<file path="src/rtl/line_fill_buffer_pkg.sv">
// ----------------------------------------------------------------------------
// lb_pkg : shared definitions for the line fill buffer.
//   - lb_state_e : fill controller states
//   - AXI encodings used on the read address / read data channels
//   - off_w()    : word-offset width for a given line size
// No ports (package).
// ----------------------------------------------------------------------------
package lb_pkg;

    typedef enum logic [1:0] {
        ST_IDLE = 2'd0,
        ST_ADDR = 2'd1,
        ST_DATA = 2'd2,
        ST_DONE = 2'd3
    } lb_state_e;

    localparam logic [1:0] BURST_WRAP = 2'b10;
    localparam logic [2:0] SIZE_4B    = 3'b010;
    localparam logic [1:0] RESP_OKAY  = 2'b00;

    // Number of address bits selecting a 32-bit word inside a line.
    function automatic int off_w(input int words);
        return $clog2(words);
    endfunction

endpackage

</file>
<file path="src/rtl/line_fill_buffer_if.sv">
// ----------------------------------------------------------------------------
// line_fill_buffer_if : AXI4 read-only channel bundle between the line fill
// buffer (master) and the interconnect (slave).
//   AR: M_ARADDR, M_ARLEN, M_ARSIZE, M_ARBURST, M_ARVALID / M_ARREADY
//   R : M_RDATA, M_RRESP, M_RLAST, M_RVALID / M_RREADY
// ----------------------------------------------------------------------------
interface line_fill_buffer_if #(
    parameter int ADDR_W = 32,
    parameter int DATA_W = 32
);
    logic [ADDR_W-1:0] M_ARADDR;
    logic [7:0]        M_ARLEN;
    logic [2:0]        M_ARSIZE;
    logic [1:0]        M_ARBURST;
    logic              M_ARVALID;
    logic              M_ARREADY;
    logic [DATA_W-1:0] M_RDATA;
    logic [1:0]        M_RRESP;
    logic              M_RLAST;
    logic              M_RVALID;
    logic              M_RREADY;

    modport master (
        output M_ARADDR, M_ARLEN, M_ARSIZE, M_ARBURST, M_ARVALID,
        input  M_ARREADY,
        input  M_RDATA, M_RRESP, M_RLAST, M_RVALID,
        output M_RREADY
    );

    modport slave (
        input  M_ARADDR, M_ARLEN, M_ARSIZE, M_ARBURST, M_ARVALID,
        output M_ARREADY,
        output M_RDATA, M_RRESP, M_RLAST, M_RVALID,
        input  M_RREADY
    );
endinterface

</file>
<file path="src/rtl/line_fill_buffer_word_store.sv">
// ----------------------------------------------------------------------------
// lb_word_store : line register array with a per-word valid mask.
// Ports:
//   Clk, Rst   clock, asynchronous active-low reset (clears data and mask)
//   clear_i    clears the valid mask only; word contents are kept
//   we_i       write enable for word idx_i with data_i (sets its valid bit)
//   line_o     flattened line, word i at [i*DATA_W +: DATA_W]
//   valid_o    per-word valid mask
// ----------------------------------------------------------------------------
module lb_word_store #(
    parameter int WORDS  = 8,
    parameter int DATA_W = 32,
    parameter int IDX_W  = 3
) (
    input  logic                    Clk,
    input  logic                    Rst,
    input  logic                    clear_i,
    input  logic                    we_i,
    input  logic [IDX_W-1:0]        idx_i,
    input  logic [DATA_W-1:0]       data_i,
    output logic [WORDS*DATA_W-1:0] line_o,
    output logic [WORDS-1:0]        valid_o
);

    logic [DATA_W-1:0] words_q [WORDS];
    logic [WORDS-1:0]  valid_q;

    always_ff @(posedge Clk or negedge Rst) begin
        if (!Rst) begin
            for (int i = 0; i < WORDS; i++) begin
                words_q[i] <= '0;
            end
            valid_q <= '0;
        end else begin
            if (clear_i) begin
                valid_q <= '0;
            end else if (we_i) begin
                valid_q[idx_i] <= 1'b1;
            end
            if (we_i) begin
                words_q[idx_i] <= data_i;
            end
        end
    end

    for (genvar g = 0; g < WORDS; g++) begin : g_flat
        assign line_o[g*DATA_W +: DATA_W] = words_q[g];
    end

    assign valid_o = valid_q;

endmodule

</file>
<file path="src/rtl/line_fill_buffer.sv">
// ----------------------------------------------------------------------------
// line_fill_buffer : fetches one cache line over an AXI4 WRAP read burst,
// critical word first.
// Ports:
//   Clk, Rst        clock, asynchronous active-low reset
//   LB_Enable       fill request / hold from cache control
//   WordAddress     byte address of the missing word (sampled at fill start)
//   LineAddress     line-aligned address of the current / last fill
//   LB_FirstWord    one-cycle pulse when the critical word has arrived
//   CrtWord_Data    critical word, held until the next critical word
//   LB_Completed    level, all words received (held while LB_Enable=1)
//   Line_Data       assembled line, word i at [i*32 +: 32]
//   Fill_Error      sticky: bad RRESP or RLAST misplaced; cleared at fill start
//   axi             AXI4 read master (line_fill_buffer_if.master)
// Optional build macro LB_FORWARD_EN adds Fwd_Addr / Fwd_Hit / Fwd_Data for
// hit-under-fill on words already received.
//
// state | meaning
// IDLE  | waiting for LB_Enable
// ADDR  | ARVALID high until ARREADY
// DATA  | RREADY high, collecting WORDS_PER_LINE beats
// DONE  | line complete, held until LB_Enable drops
// ----------------------------------------------------------------------------
module line_fill_buffer
    import lb_pkg::*;
#(
    parameter int WORDS_PER_LINE = 8,
    parameter int ADDR_W         = 32,
    parameter int DATA_W         = 32
) (
    input  logic                             Clk,
    input  logic                             Rst,
    input  logic                             LB_Enable,
    input  logic [ADDR_W-1:0]                WordAddress,
    output logic [ADDR_W-1:0]                LineAddress,
    output logic                             LB_FirstWord,
    output logic [DATA_W-1:0]                CrtWord_Data,
    output logic                             LB_Completed,
    output logic [WORDS_PER_LINE*DATA_W-1:0] Line_Data,
    output logic                             Fill_Error,
`ifdef LB_FORWARD_EN
    input  logic [ADDR_W-1:0]                Fwd_Addr,
    output logic                             Fwd_Hit,
    output logic [DATA_W-1:0]                Fwd_Data,
`endif
    line_fill_buffer_if.master               axi
);

    localparam int OFF_W = off_w(WORDS_PER_LINE);
    localparam int LAST  = WORDS_PER_LINE - 1;

    localparam logic [ADDR_W-1:0] WORD_MASK = ~ADDR_W'(3);
    localparam logic [ADDR_W-1:0] LINE_MASK = ~ADDR_W'(WORDS_PER_LINE*4 - 1);

    lb_state_e         state_q;
    logic [ADDR_W-1:0] line_addr_q;
    logic [ADDR_W-1:0] araddr_q;
    logic [OFF_W-1:0]  start_idx_q;
    logic [OFF_W-1:0]  beat_cnt_q;
    logic              first_word_q;
    logic [DATA_W-1:0] crt_word_q;
    logic              fill_err_q;
    logic              arvalid_q;
    logic              rready_q;
    logic              completed_q;

    logic                      beat_fire;
    logic                      last_beat;
    logic                      fill_start;
    logic [OFF_W-1:0]          wr_idx;
    logic [WORDS_PER_LINE-1:0] valid_mask;

    // rready_q is only ever high in DATA, so it doubles as the state qualifier.
    assign beat_fire  = rready_q & axi.M_RVALID;
    assign last_beat  = (beat_cnt_q == OFF_W'(LAST));
    assign fill_start = (state_q == ST_IDLE) & LB_Enable;
    // OFF_W-bit sum wraps around the line exactly like the WRAP burst does.
    assign wr_idx     = start_idx_q + beat_cnt_q;

    always_ff @(posedge Clk or negedge Rst) begin
        if (!Rst) begin
            state_q      <= ST_IDLE;
            line_addr_q  <= '0;
            araddr_q     <= '0;
            start_idx_q  <= '0;
            beat_cnt_q   <= '0;
            first_word_q <= 1'b0;
            crt_word_q   <= '0;
            fill_err_q   <= 1'b0;
            arvalid_q    <= 1'b0;
            rready_q     <= 1'b0;
            completed_q  <= 1'b0;
        end else begin
            first_word_q <= 1'b0;
            case (state_q)
                ST_IDLE: begin
                    if (LB_Enable) begin
                        state_q     <= ST_ADDR;
                        line_addr_q <= WordAddress & LINE_MASK;
                        araddr_q    <= WordAddress & WORD_MASK;
                        start_idx_q <= WordAddress[OFF_W+1:2];
                        beat_cnt_q  <= '0;
                        fill_err_q  <= 1'b0;
                        arvalid_q   <= 1'b1;
                    end
                end
                ST_ADDR: begin
                    if (axi.M_ARREADY) begin
                        state_q   <= ST_DATA;
                        arvalid_q <= 1'b0;
                        rready_q  <= 1'b1;
                    end
                end
                ST_DATA: begin
                    if (beat_fire) begin
                        beat_cnt_q <= beat_cnt_q + OFF_W'(1);
                        if (beat_cnt_q == '0) begin
                            first_word_q <= 1'b1;
                            crt_word_q   <= axi.M_RDATA;
                        end
                        if (axi.M_RRESP != RESP_OKAY) begin
                            fill_err_q <= 1'b1;
                        end
                        // Completion is decided by the beat count; RLAST only
                        // feeds the error flag.
                        if (last_beat) begin
                            if (!axi.M_RLAST) begin
                                fill_err_q <= 1'b1;
                            end
                            state_q     <= ST_DONE;
                            rready_q    <= 1'b0;
                            completed_q <= 1'b1;
                        end else if (axi.M_RLAST) begin
                            fill_err_q <= 1'b1;
                        end
                    end
                end
                ST_DONE: begin
                    if (!LB_Enable) begin
                        state_q     <= ST_IDLE;
                        completed_q <= 1'b0;
                    end
                end
                default: begin
                    state_q <= ST_IDLE;
                end
            endcase
        end
    end

    lb_word_store #(
        .WORDS  (WORDS_PER_LINE),
        .DATA_W (DATA_W),
        .IDX_W  (OFF_W)
    ) u_store (
        .Clk     (Clk),
        .Rst     (Rst),
        .clear_i (fill_start),
        .we_i    (beat_fire),
        .idx_i   (wr_idx),
        .data_i  (axi.M_RDATA),
        .line_o  (Line_Data),
        .valid_o (valid_mask)
    );

    // Burst attributes are only driven while the request is presented.
    assign axi.M_ARVALID = arvalid_q;
    assign axi.M_ARADDR  = arvalid_q ? araddr_q : '0;
    assign axi.M_ARLEN   = arvalid_q ? 8'(LAST) : 8'd0;
    assign axi.M_ARSIZE  = arvalid_q ? SIZE_4B : 3'b000;
    assign axi.M_ARBURST = arvalid_q ? BURST_WRAP : 2'b00;
    assign axi.M_RREADY  = rready_q;

    assign LineAddress  = line_addr_q;
    assign LB_FirstWord = first_word_q;
    assign CrtWord_Data = crt_word_q;
    assign LB_Completed = completed_q;
    assign Fill_Error   = fill_err_q;

`ifdef LB_FORWARD_EN
    logic [OFF_W-1:0] fwd_idx;
    logic             fwd_line_match;
    logic             unused_fwd;

    assign fwd_idx        = Fwd_Addr[OFF_W+1:2];
    assign fwd_line_match = (Fwd_Addr[ADDR_W-1:OFF_W+2] == line_addr_q[ADDR_W-1:OFF_W+2]);
    assign Fwd_Hit        = ((state_q == ST_DATA) || (state_q == ST_DONE))
                            && fwd_line_match && valid_mask[fwd_idx];
    assign Fwd_Data       = Line_Data[fwd_idx*DATA_W +: DATA_W];
    assign unused_fwd     = ^Fwd_Addr[1:0];
`else
    // The valid mask only feeds the forwarding comparator.
    logic unused_valid;
    assign unused_valid = ^valid_mask;
`endif

endmodule

</file>
<file path="src/flat_wrapper.sv">
// flat-port wrapper written by rule: the top's interface ports become plain ports
module line_fill_buffer_flat import lb_pkg::*;
#(
    parameter int WORDS_PER_LINE = 8,
    parameter int ADDR_W         = 32,
    parameter int DATA_W         = 32
)
  (Clk, Rst, LB_Enable, WordAddress, LineAddress, LB_FirstWord, CrtWord_Data, LB_Completed, Line_Data, Fill_Error, axi_M_ARADDR, axi_M_ARLEN, axi_M_ARSIZE, axi_M_ARBURST, axi_M_ARVALID, axi_M_ARREADY, axi_M_RDATA, axi_M_RRESP, axi_M_RLAST, axi_M_RVALID, axi_M_RREADY);
  line_fill_buffer_if #(.ADDR_W(ADDR_W), .DATA_W(DATA_W)) axi_i ();
  input  logic Clk;
  input  logic Rst;
  input  logic LB_Enable;
  input  logic [ADDR_W-1:0] WordAddress;
  output logic [ADDR_W-1:0] LineAddress;
  output logic LB_FirstWord;
  output logic [DATA_W-1:0] CrtWord_Data;
  output logic LB_Completed;
  output logic [WORDS_PER_LINE*DATA_W-1:0] Line_Data;
  output logic Fill_Error;
  output wire logic [$bits(axi_i.M_ARADDR)-1:0] axi_M_ARADDR;
  output wire logic [$bits(axi_i.M_ARLEN)-1:0] axi_M_ARLEN;
  output wire logic [$bits(axi_i.M_ARSIZE)-1:0] axi_M_ARSIZE;
  output wire logic [$bits(axi_i.M_ARBURST)-1:0] axi_M_ARBURST;
  output wire logic [$bits(axi_i.M_ARVALID)-1:0] axi_M_ARVALID;
  input wire logic [$bits(axi_i.M_ARREADY)-1:0] axi_M_ARREADY;
  input wire logic [$bits(axi_i.M_RDATA)-1:0] axi_M_RDATA;
  input wire logic [$bits(axi_i.M_RRESP)-1:0] axi_M_RRESP;
  input wire logic [$bits(axi_i.M_RLAST)-1:0] axi_M_RLAST;
  input wire logic [$bits(axi_i.M_RVALID)-1:0] axi_M_RVALID;
  output wire logic [$bits(axi_i.M_RREADY)-1:0] axi_M_RREADY;
  assign axi_M_ARADDR = axi_i.M_ARADDR;
  assign axi_M_ARLEN = axi_i.M_ARLEN;
  assign axi_M_ARSIZE = axi_i.M_ARSIZE;
  assign axi_M_ARBURST = axi_i.M_ARBURST;
  assign axi_M_ARVALID = axi_i.M_ARVALID;
  assign axi_i.M_ARREADY = axi_M_ARREADY;
  assign axi_i.M_RDATA = axi_M_RDATA;
  assign axi_i.M_RRESP = axi_M_RRESP;
  assign axi_i.M_RLAST = axi_M_RLAST;
  assign axi_i.M_RVALID = axi_M_RVALID;
  assign axi_M_RREADY = axi_i.M_RREADY;
  line_fill_buffer #(.WORDS_PER_LINE(WORDS_PER_LINE), .ADDR_W(ADDR_W), .DATA_W(DATA_W)) u_core (.Clk(Clk), .Rst(Rst), .LB_Enable(LB_Enable), .WordAddress(WordAddress), .LineAddress(LineAddress), .LB_FirstWord(LB_FirstWord), .CrtWord_Data(CrtWord_Data), .LB_Completed(LB_Completed), .Line_Data(Line_Data), .Fill_Error(Fill_Error), .axi(axi_i));
endmodule
</file>
<file path="config.mk">
export PLATFORM = sky130hd
export DESIGN_NAME = line_fill_buffer_flat
export DESIGN_NICKNAME = d
export VERILOG_FILES = /design/src/rtl/line_fill_buffer_pkg.sv /design/src/rtl/line_fill_buffer_if.sv /design/src/rtl/line_fill_buffer_word_store.sv /design/src/rtl/line_fill_buffer.sv /design/src/flat_wrapper.sv
export SDC_FILE = /design/constraint.sdc
export NUM_CORES = 1
export LEC_CHECK = 0
export BUFFER_PORTS_ARGS = -buffer_cell sky130_fd_sc_hd__buf_2
export CAP_MARGIN = 20
export CORE_AREA = 2 2 189 191
export CTS_CLUSTER_DIAMETER = 50
export DETAILED_ROUTE_END_ITERATION = 10
export DIE_AREA = 0 0 191 193
export GPL_TIMING_DRIVEN = 1
export HOLD_SLACK_MARGIN = 0.08
export PLACE_DENSITY = 0.7
export SLEW_MARGIN = 15
export SYNTH_ARGS = -nofsm -noshare
export SYNTH_HDL_FRONTEND = slang
export SYNTH_SLANG_ARGS = --single-unit
</file>
<file path="constraint.sdc">
create_clock -name Clk -period 3.01 [get_ports Clk]
set_input_delay 0 -clock Clk [delete_from_list [all_inputs] [get_ports Clk]]
set_output_delay 0 -clock Clk [all_outputs]
set_load 0.1 [all_outputs]
</file>
# [Word level (Yosys, flattened, before mapping)]
# Cells that the tools add are included.
[totals] ff_bits=358 in_bits=72 out_inout_bits=370 word_cells=86
[op_classes] n_addsub=2 order_cmp=2 n_eq_ne=9 n_mux=37 bitwise_logic=2 reduce_logical=15
[ops] op="256-bit bitwise mux" count=1
[ops] op="32-bit demux with 3-bit select" count=1
[ops] op="32-bit 2-to-1 mux" count=2
[ops] op="1-bit 2-to-1 mux" count=17
[ops] op="2-bit 2-to-1 mux" count=7
[ops] op="2-bit nonzero test" count=5
[ops] op="3-bit 2-to-1 mux" count=3
[ops] op="3-bit AND reduction" count=3
[ops] op="1-bit case mux with 2 select lines" count=4
[ops] op="2-bit case mux with 4 select lines" count=1
[ops] op="4-bit AND reduction" count=2
[ops] op="2-bit inequality test (second input constant)" count=3
[ops] op="3-bit case mux with 2 select lines" count=1
[ops] op="5-bit AND reduction" count=1
[ops] op="2-bit equality test (second input constant)" count=2
[ops] op="4-bit greater-or-equal comparator (second input constant)" count=1
[ops] op="4-bit by 1-bit < comparator with 1-bit output (second input constant)" count=1
[ops] op="2-bit by 1-bit inequality test with 1-bit output (second input constant)" count=2
[ops] op="3-bit NOT with 4-bit output" count=1
[ops] op="3-bit by 1-bit adder with 3-bit output (second input constant)" count=1
[ops] op="3-bit adder" count=1
[ops] op="3-bit equality test (second input constant)" count=1
[ops] op="3-bit zero test" count=1
[ops] op="2-bit by 1-bit equality test with 1-bit output (second input constant)" count=1
[ops] op="4 further kinds" count=4

# [Longest topological paths before layout]
[depth] word_depth=7 depth_mapped=8 depth_no_buf=6

# [Cells and area by module]
# A second synthesis with hierarchy kept.
[unflattened] cells_unflattened=858 hier_area_um2=13550.5
[modules_own_cells] mod="lb_word_store" instances=1 cells_per_inst=577 area_each_um2=9877.0 seq_area_each_um2=6606.3
[modules_own_cells] mod="line_fill_buffer" instances=1 cells_per_inst=281 area_each_um2=3673.5 seq_area_each_um2=1801.7

# [Worst setup path before layout]
# No wires, ideal clock.
[synth_path] path_type="register -> register" start="reg u_core.rready_q (netlist: u_core.axi.M_RREADY)" end="reg u_core.crt_word_q[10] (netlist: u_core.CrtWord_Data[10])" setup_ps=125 arrival_time_ps=2333 required_time_ps=2885 path_slack_ps=551 stages_incl_launch_ff=7 n_path_buf=3 period_less_slack_ps=2459 cell_sequence="dfrtp_1 and2_1 buf_2 and4_1 clkbuf_1 buf_2 mux2_2"
[synth_via] elab_chain_cells=2
[synth_rtl] element="start, declared" line_no="line_fill_buffer.sv:64" source="logic rready_q;"
[synth_rtl] element="start signal, assigned" line_no="line_fill_buffer.sv:91" source="rready_q <= 1'b0;"
[synth_rtl] element="start signal, assigned" line_no="line_fill_buffer.sv:111" source="rready_q <= 1'b1;"
[synth_rtl] element="start signal, assigned" line_no="line_fill_buffer.sv:131" source="rready_q <= 1'b0;"
[synth_rtl] element="1-bit AND" line_no="line_fill_buffer.sv:74" source="assign beat_fire = rready_q & axi.M_RVALID;"
[synth_rtl] element="3-bit AND reduction (no source line)"
[synth_rtl] element="end signal, assigned" line_no="line_fill_buffer.sv:119" source="crt_word_q <= axi.M_RDATA;"
[synth_rtl] element="end, declared" line_no="line_fill_buffer.sv:61" source="logic [DATA_W-1:0] crt_word_q;"
# Every way passes these cells.
# A chain may end at the register's enable or synchronous reset.

# [Worst setup path after layout]
[layout_path] start="reg u_core.beat_cnt_q[0]" end="reg u_core.u_store.words_q (netlist bit u_core.u_store.line_o[241])"
[layout_via] elab_chain_cells=7 elab_cells_between_ends=8 cone_classes="add/sub: 1; order compare: 2; mux: 3; bitwise: 1; reduce/logical: 1"
[layout_rtl] element="start, declared" line_no="line_fill_buffer.sv:59" source="logic [OFF_W-1:0] beat_cnt_q;"
[layout_rtl] element="start signal, assigned" line_no="line_fill_buffer.sv:116" source="beat_cnt_q <= beat_cnt_q + OFF_W'(1);"
[layout_rtl] element="3-bit adder (*)" line_no="line_fill_buffer.sv:78" source="assign wr_idx = start_idx_q + beat_cnt_q;"
[layout_rtl] element="3-bit NOT with 4-bit output (not written as such) (*)" line_no="line_fill_buffer_word_store.sv:41" source="words_q[idx_i] <= data_i;"
[layout_rtl] element="4-bit greater-or-equal comparator (not written as such) or 4-bit by 1-bit < comparator with 1-bit output (tied branches)" line_no="line_fill_buffer_word_store.sv:41"
[layout_rtl] element="1-bit logical AND (not written as such)" line_no="line_fill_buffer_word_store.sv:41"
[layout_rtl] element="32-bit 2-to-1 mux (not written as such)" line_no="line_fill_buffer_word_store.sv:41"
[layout_rtl] element="32-bit demux with 3-bit select (*)" line_no="line_fill_buffer_word_store.sv:41"
[layout_rtl] element="256-bit bitwise mux (*)" line_no="line_fill_buffer_word_store.sv:41"
[layout_rtl] element="end signal, assigned by index" line_no="line_fill_buffer_word_store.sv:41"
[layout_rtl] element="end, declared" line_no="line_fill_buffer_word_store.sv:25" source="logic [DATA_W-1:0] words_q [WORDS];"
# Mark *: on every way between the ends. The rest lies on a longest branch, timed or not.

==> impl_metrics.py <==
metrics = {
    "outcome": {
        "status": "finished, final reports clean",
    },
    "drt": {
        "drt-pass1-iter-count": 4,
        "wl_per_cell_um": 19.2,
        "ant_nets": 0,
        "drc": 0,
        "totalWireLength_um": 34800,
        "post_drt_via_cell_ratio": 4.73,
        "drt_iter0_markers": 236,
        "via_count": 8559,
    },
    "layout": {
        "syn2layout_area_growth_pct": 33.6,
        "nFillCells": 3024,
        "n_antenna_cell": 0,
        "drive_gt1_frac": 0.612,
        "multiInputGateArea_um2": 4360,
        "ff_latch_area_um2": 8210,
        "final_nets": 1405,
        "final_area_um2": 17500,
    },
    "cts": {
        "cts_root_buf": "clkbuf_16",
        "cts_buffers": 38,
        "cts_max_level": 2,
        "clkTransAtPathRegs_ns": 0.05,
        "clockBufferDepth": 3,
        "cts_num_sinks": 328,
        "clk_latency_ns": 0.52,
        "cts_tree": "yes",
    },
    "timing": {
        "slew_violations": 0,
        "hold_violations": 0,
        "worst_pin_slew_ns": 0.926,
        "setup_viol": 0,
        "finalCritPeriodShare": 0.864,
        "tns_ns": 0,
        "slew_headroom": 0.383,
        "min_period_ns": 2.60,
        "rsz0062_at_grt": "no",
        "skew_ns": 0.0289,
        "fmax_mhz": 385,
        "whs_ns": 0.144,
    },
    "critical_path": {
        "cp_cell_sequence": "ha_1, inv_1, fa_1, nand4b_1, nand2b_2, buf_4, mux2_2",
        "critPathSlowestCell": "fa_1",
        "cp_max_fo": 21,
        "crit_buf_inv": 2,
        "critPathRequiredTime_ns": 3.39,
        "cp_top_family": "adder cells",
        "cpPeakStageDelay_ns": 0.67,
        "critPathKind": "flop to flop",
        "endpoint_kind": "flop",
        "crit_path_start_kind": "flop",
        "arrival_ns": 2.99,
    },
    "yosys": {
        "async_reset_ff_frac": 1.00,
        "seq_area_frac_synth": 0.628,
        "ys_types": 37,
        "avgSynthCellArea_um2": 15.6,
        "yosys_warnings": 0,
        "yosys.area.top_type": "dfrtp_1",
        "synth_area_um2": 13100,
        "synth_edf_count": 0,
        "ys_top_cells_by_count": "dfrtp_1, mux2_2, buf_4",
        "synthCells": 836,
        "synth_seq_cells": 328,
        "synth_area_leaders": "dfrtp_1, mux2_2, buf_4",
        "synth_most_common_cell": "dfrtp_1",
        "synth.top_cell.area_share": 0.628,
        "ys.flop_type": "dfrtp_1",
    },
    "global_routing": {
        "grt_pass1_wl_um": 51700,
        "grt.busiest_layer": "met2",
        "grt_pass1_vias": 8698,
        "overflow": 0,
        "antenna_found_initial": 0,
        "globalRouteTotalUtil": 0.182,
        "grt_max_degree": 108,
        "met3_usage": 0.0496,
        "use_met2": 0.309,
        "grtUsageMet1": 0.232,
    },
    "hold_path": {
        "hold_class": "primary input to asynchronous set/reset pin",
    },
    "placement": {
        "hpwl_um": 23100,
        "place.gp.congestion": 0.733,
        "io_buffers": 424,
        "placed_cell_area_um2": 15500,
    },
    "run": {
        "maxCapViolCount": 0,
    },
    "floorplan": {
        "fp.coreArea_um2": 35000,
        "die_x_um": 191,
        "num_rows": 69,
        "dieHeight_um": 193,
        "initial_core_util": 0.374,
        "dieArea_um2": 36900,
        "ioPinCount": 442,
    },
}
[worst paths after layout]
kind                                          start                         end  slack, ns  depth (start not counted)
setup / recovery               u_core.beat_cnt_q[0]  u_core.u_store.line_o[241]       0.41                          7
max in group asynchronous                       Rst   u_core.u_store.line_o[27]       1.90                          3
hold / removal                                  Rst      u_core.CrtWord_Data[2]       0.14                          2
min in group Clk                     WordAddress[8]       u_core.LineAddress[8]       0.26                          3
setup reg to reg               u_core.beat_cnt_q[0]  u_core.u_store.line_o[241]       0.41                          7
hold reg to reg            u_core.u_store.line_o[5]    u_core.u_store.line_o[5]       0.49                          1
[per-stage QoR]
step | instances | utilization | worst slack, ns
after floorplan | 850 | - | 0.551
after global placement | 1673 | 0.445 | 0.427
after detailed placement | 1673 | 0.445 | 0.392
after CTS | 1809 | 0.500 | 0.406
after global routing | 1809 | 0.500 | 0.200
final | 1809 | 0.500 | 0.410
[timing repair]
action | in CTS | in global routing
hold buffers | 72 | 0
resized for setup | 0 | 0
buffers inserted | 0 | 0
hold endpoints to repair | 428 | 0
[cell usage in the layout (no fill, tap or decap), types with 4 or more instances in the layout]
cell,count
dlygate4sd3_1,72
conb_1,15
a21oi_1,4
clkbuf_16,38
inv_1,9
dfrtp_1,328
buf_4,21
o21ai_0,6
buf_12,4
nand2_1,5
mux2_2,313
clkbuf_8,6
ha_1,8
mux2_1,7
buf_2,423
clkbuf_1,9
clkinv_2,4
and2_1,31
[metal layers]
metal / part of all wire / routed length (µm) / up-vias
met3: 0.074 / 2590 / 54
li1: - / - / 3841
met4: 0.021 / 725 / 0
met1: 0.42 / 14500 / 4345
met2: 0.49 / 16900 / 319
met5: 0 / 0 / -
[flip-flops by register name, summed over array words and instances, names as in the netlist]
signal,flops
u_core.LB_Completed,1
u_core.start_idx_q,2
u_core.axi.M_ARVALID,1
u_core.u_store.line_o,256
u_core.Fill_Error,1
u_core.CrtWord_Data,32
u_core.araddr_q,1
u_core.LB_FirstWord,1
u_core.state_q,2
u_core.LineAddress,27
u_core.beat_cnt_q,3
u_core.axi.M_RREADY,1
[worst register-to-register path, stage by stage (launching register included)]
cell	delay (ns)
dfrtp_1	0.43
ha_1	0.17
inv_1	0.05
fa_1	0.67
nand4b_1	0.24
nand2b_2	0.16
buf_4	0.38
mux2_2	0.40
[cell families (layout without fill, tap and decap cells)]
family,count (synthesis),in the layout,synth area share
XOR/XNOR,2,2,0.00249
AND/OR/NAND/NOR,58,58,0.0294
adder cells (fa/ha/maj),9,9,0.00918
buffers and inverters,96,594,0.0449
multiplexers,320,320,0.275
flip-flops,328,328,0.628
other,1,15,0.000287
AO/OA/AOI/OAI,22,22,0.0108
[area by class of cell]
cell class,count,area share
Tap cell,461,0.0330
Multi-Input combinational cell,426,0.250
Inverter,9,0.00193
Clock inverter,11,0.00781
Timing Repair Buffer,521,0.177
Clock buffer,53,0.0611
Sequential cell,328,0.470
Power is not shown: default switching activity piles up to over one toggle a cycle in this logic, so the estimate is an artifact.
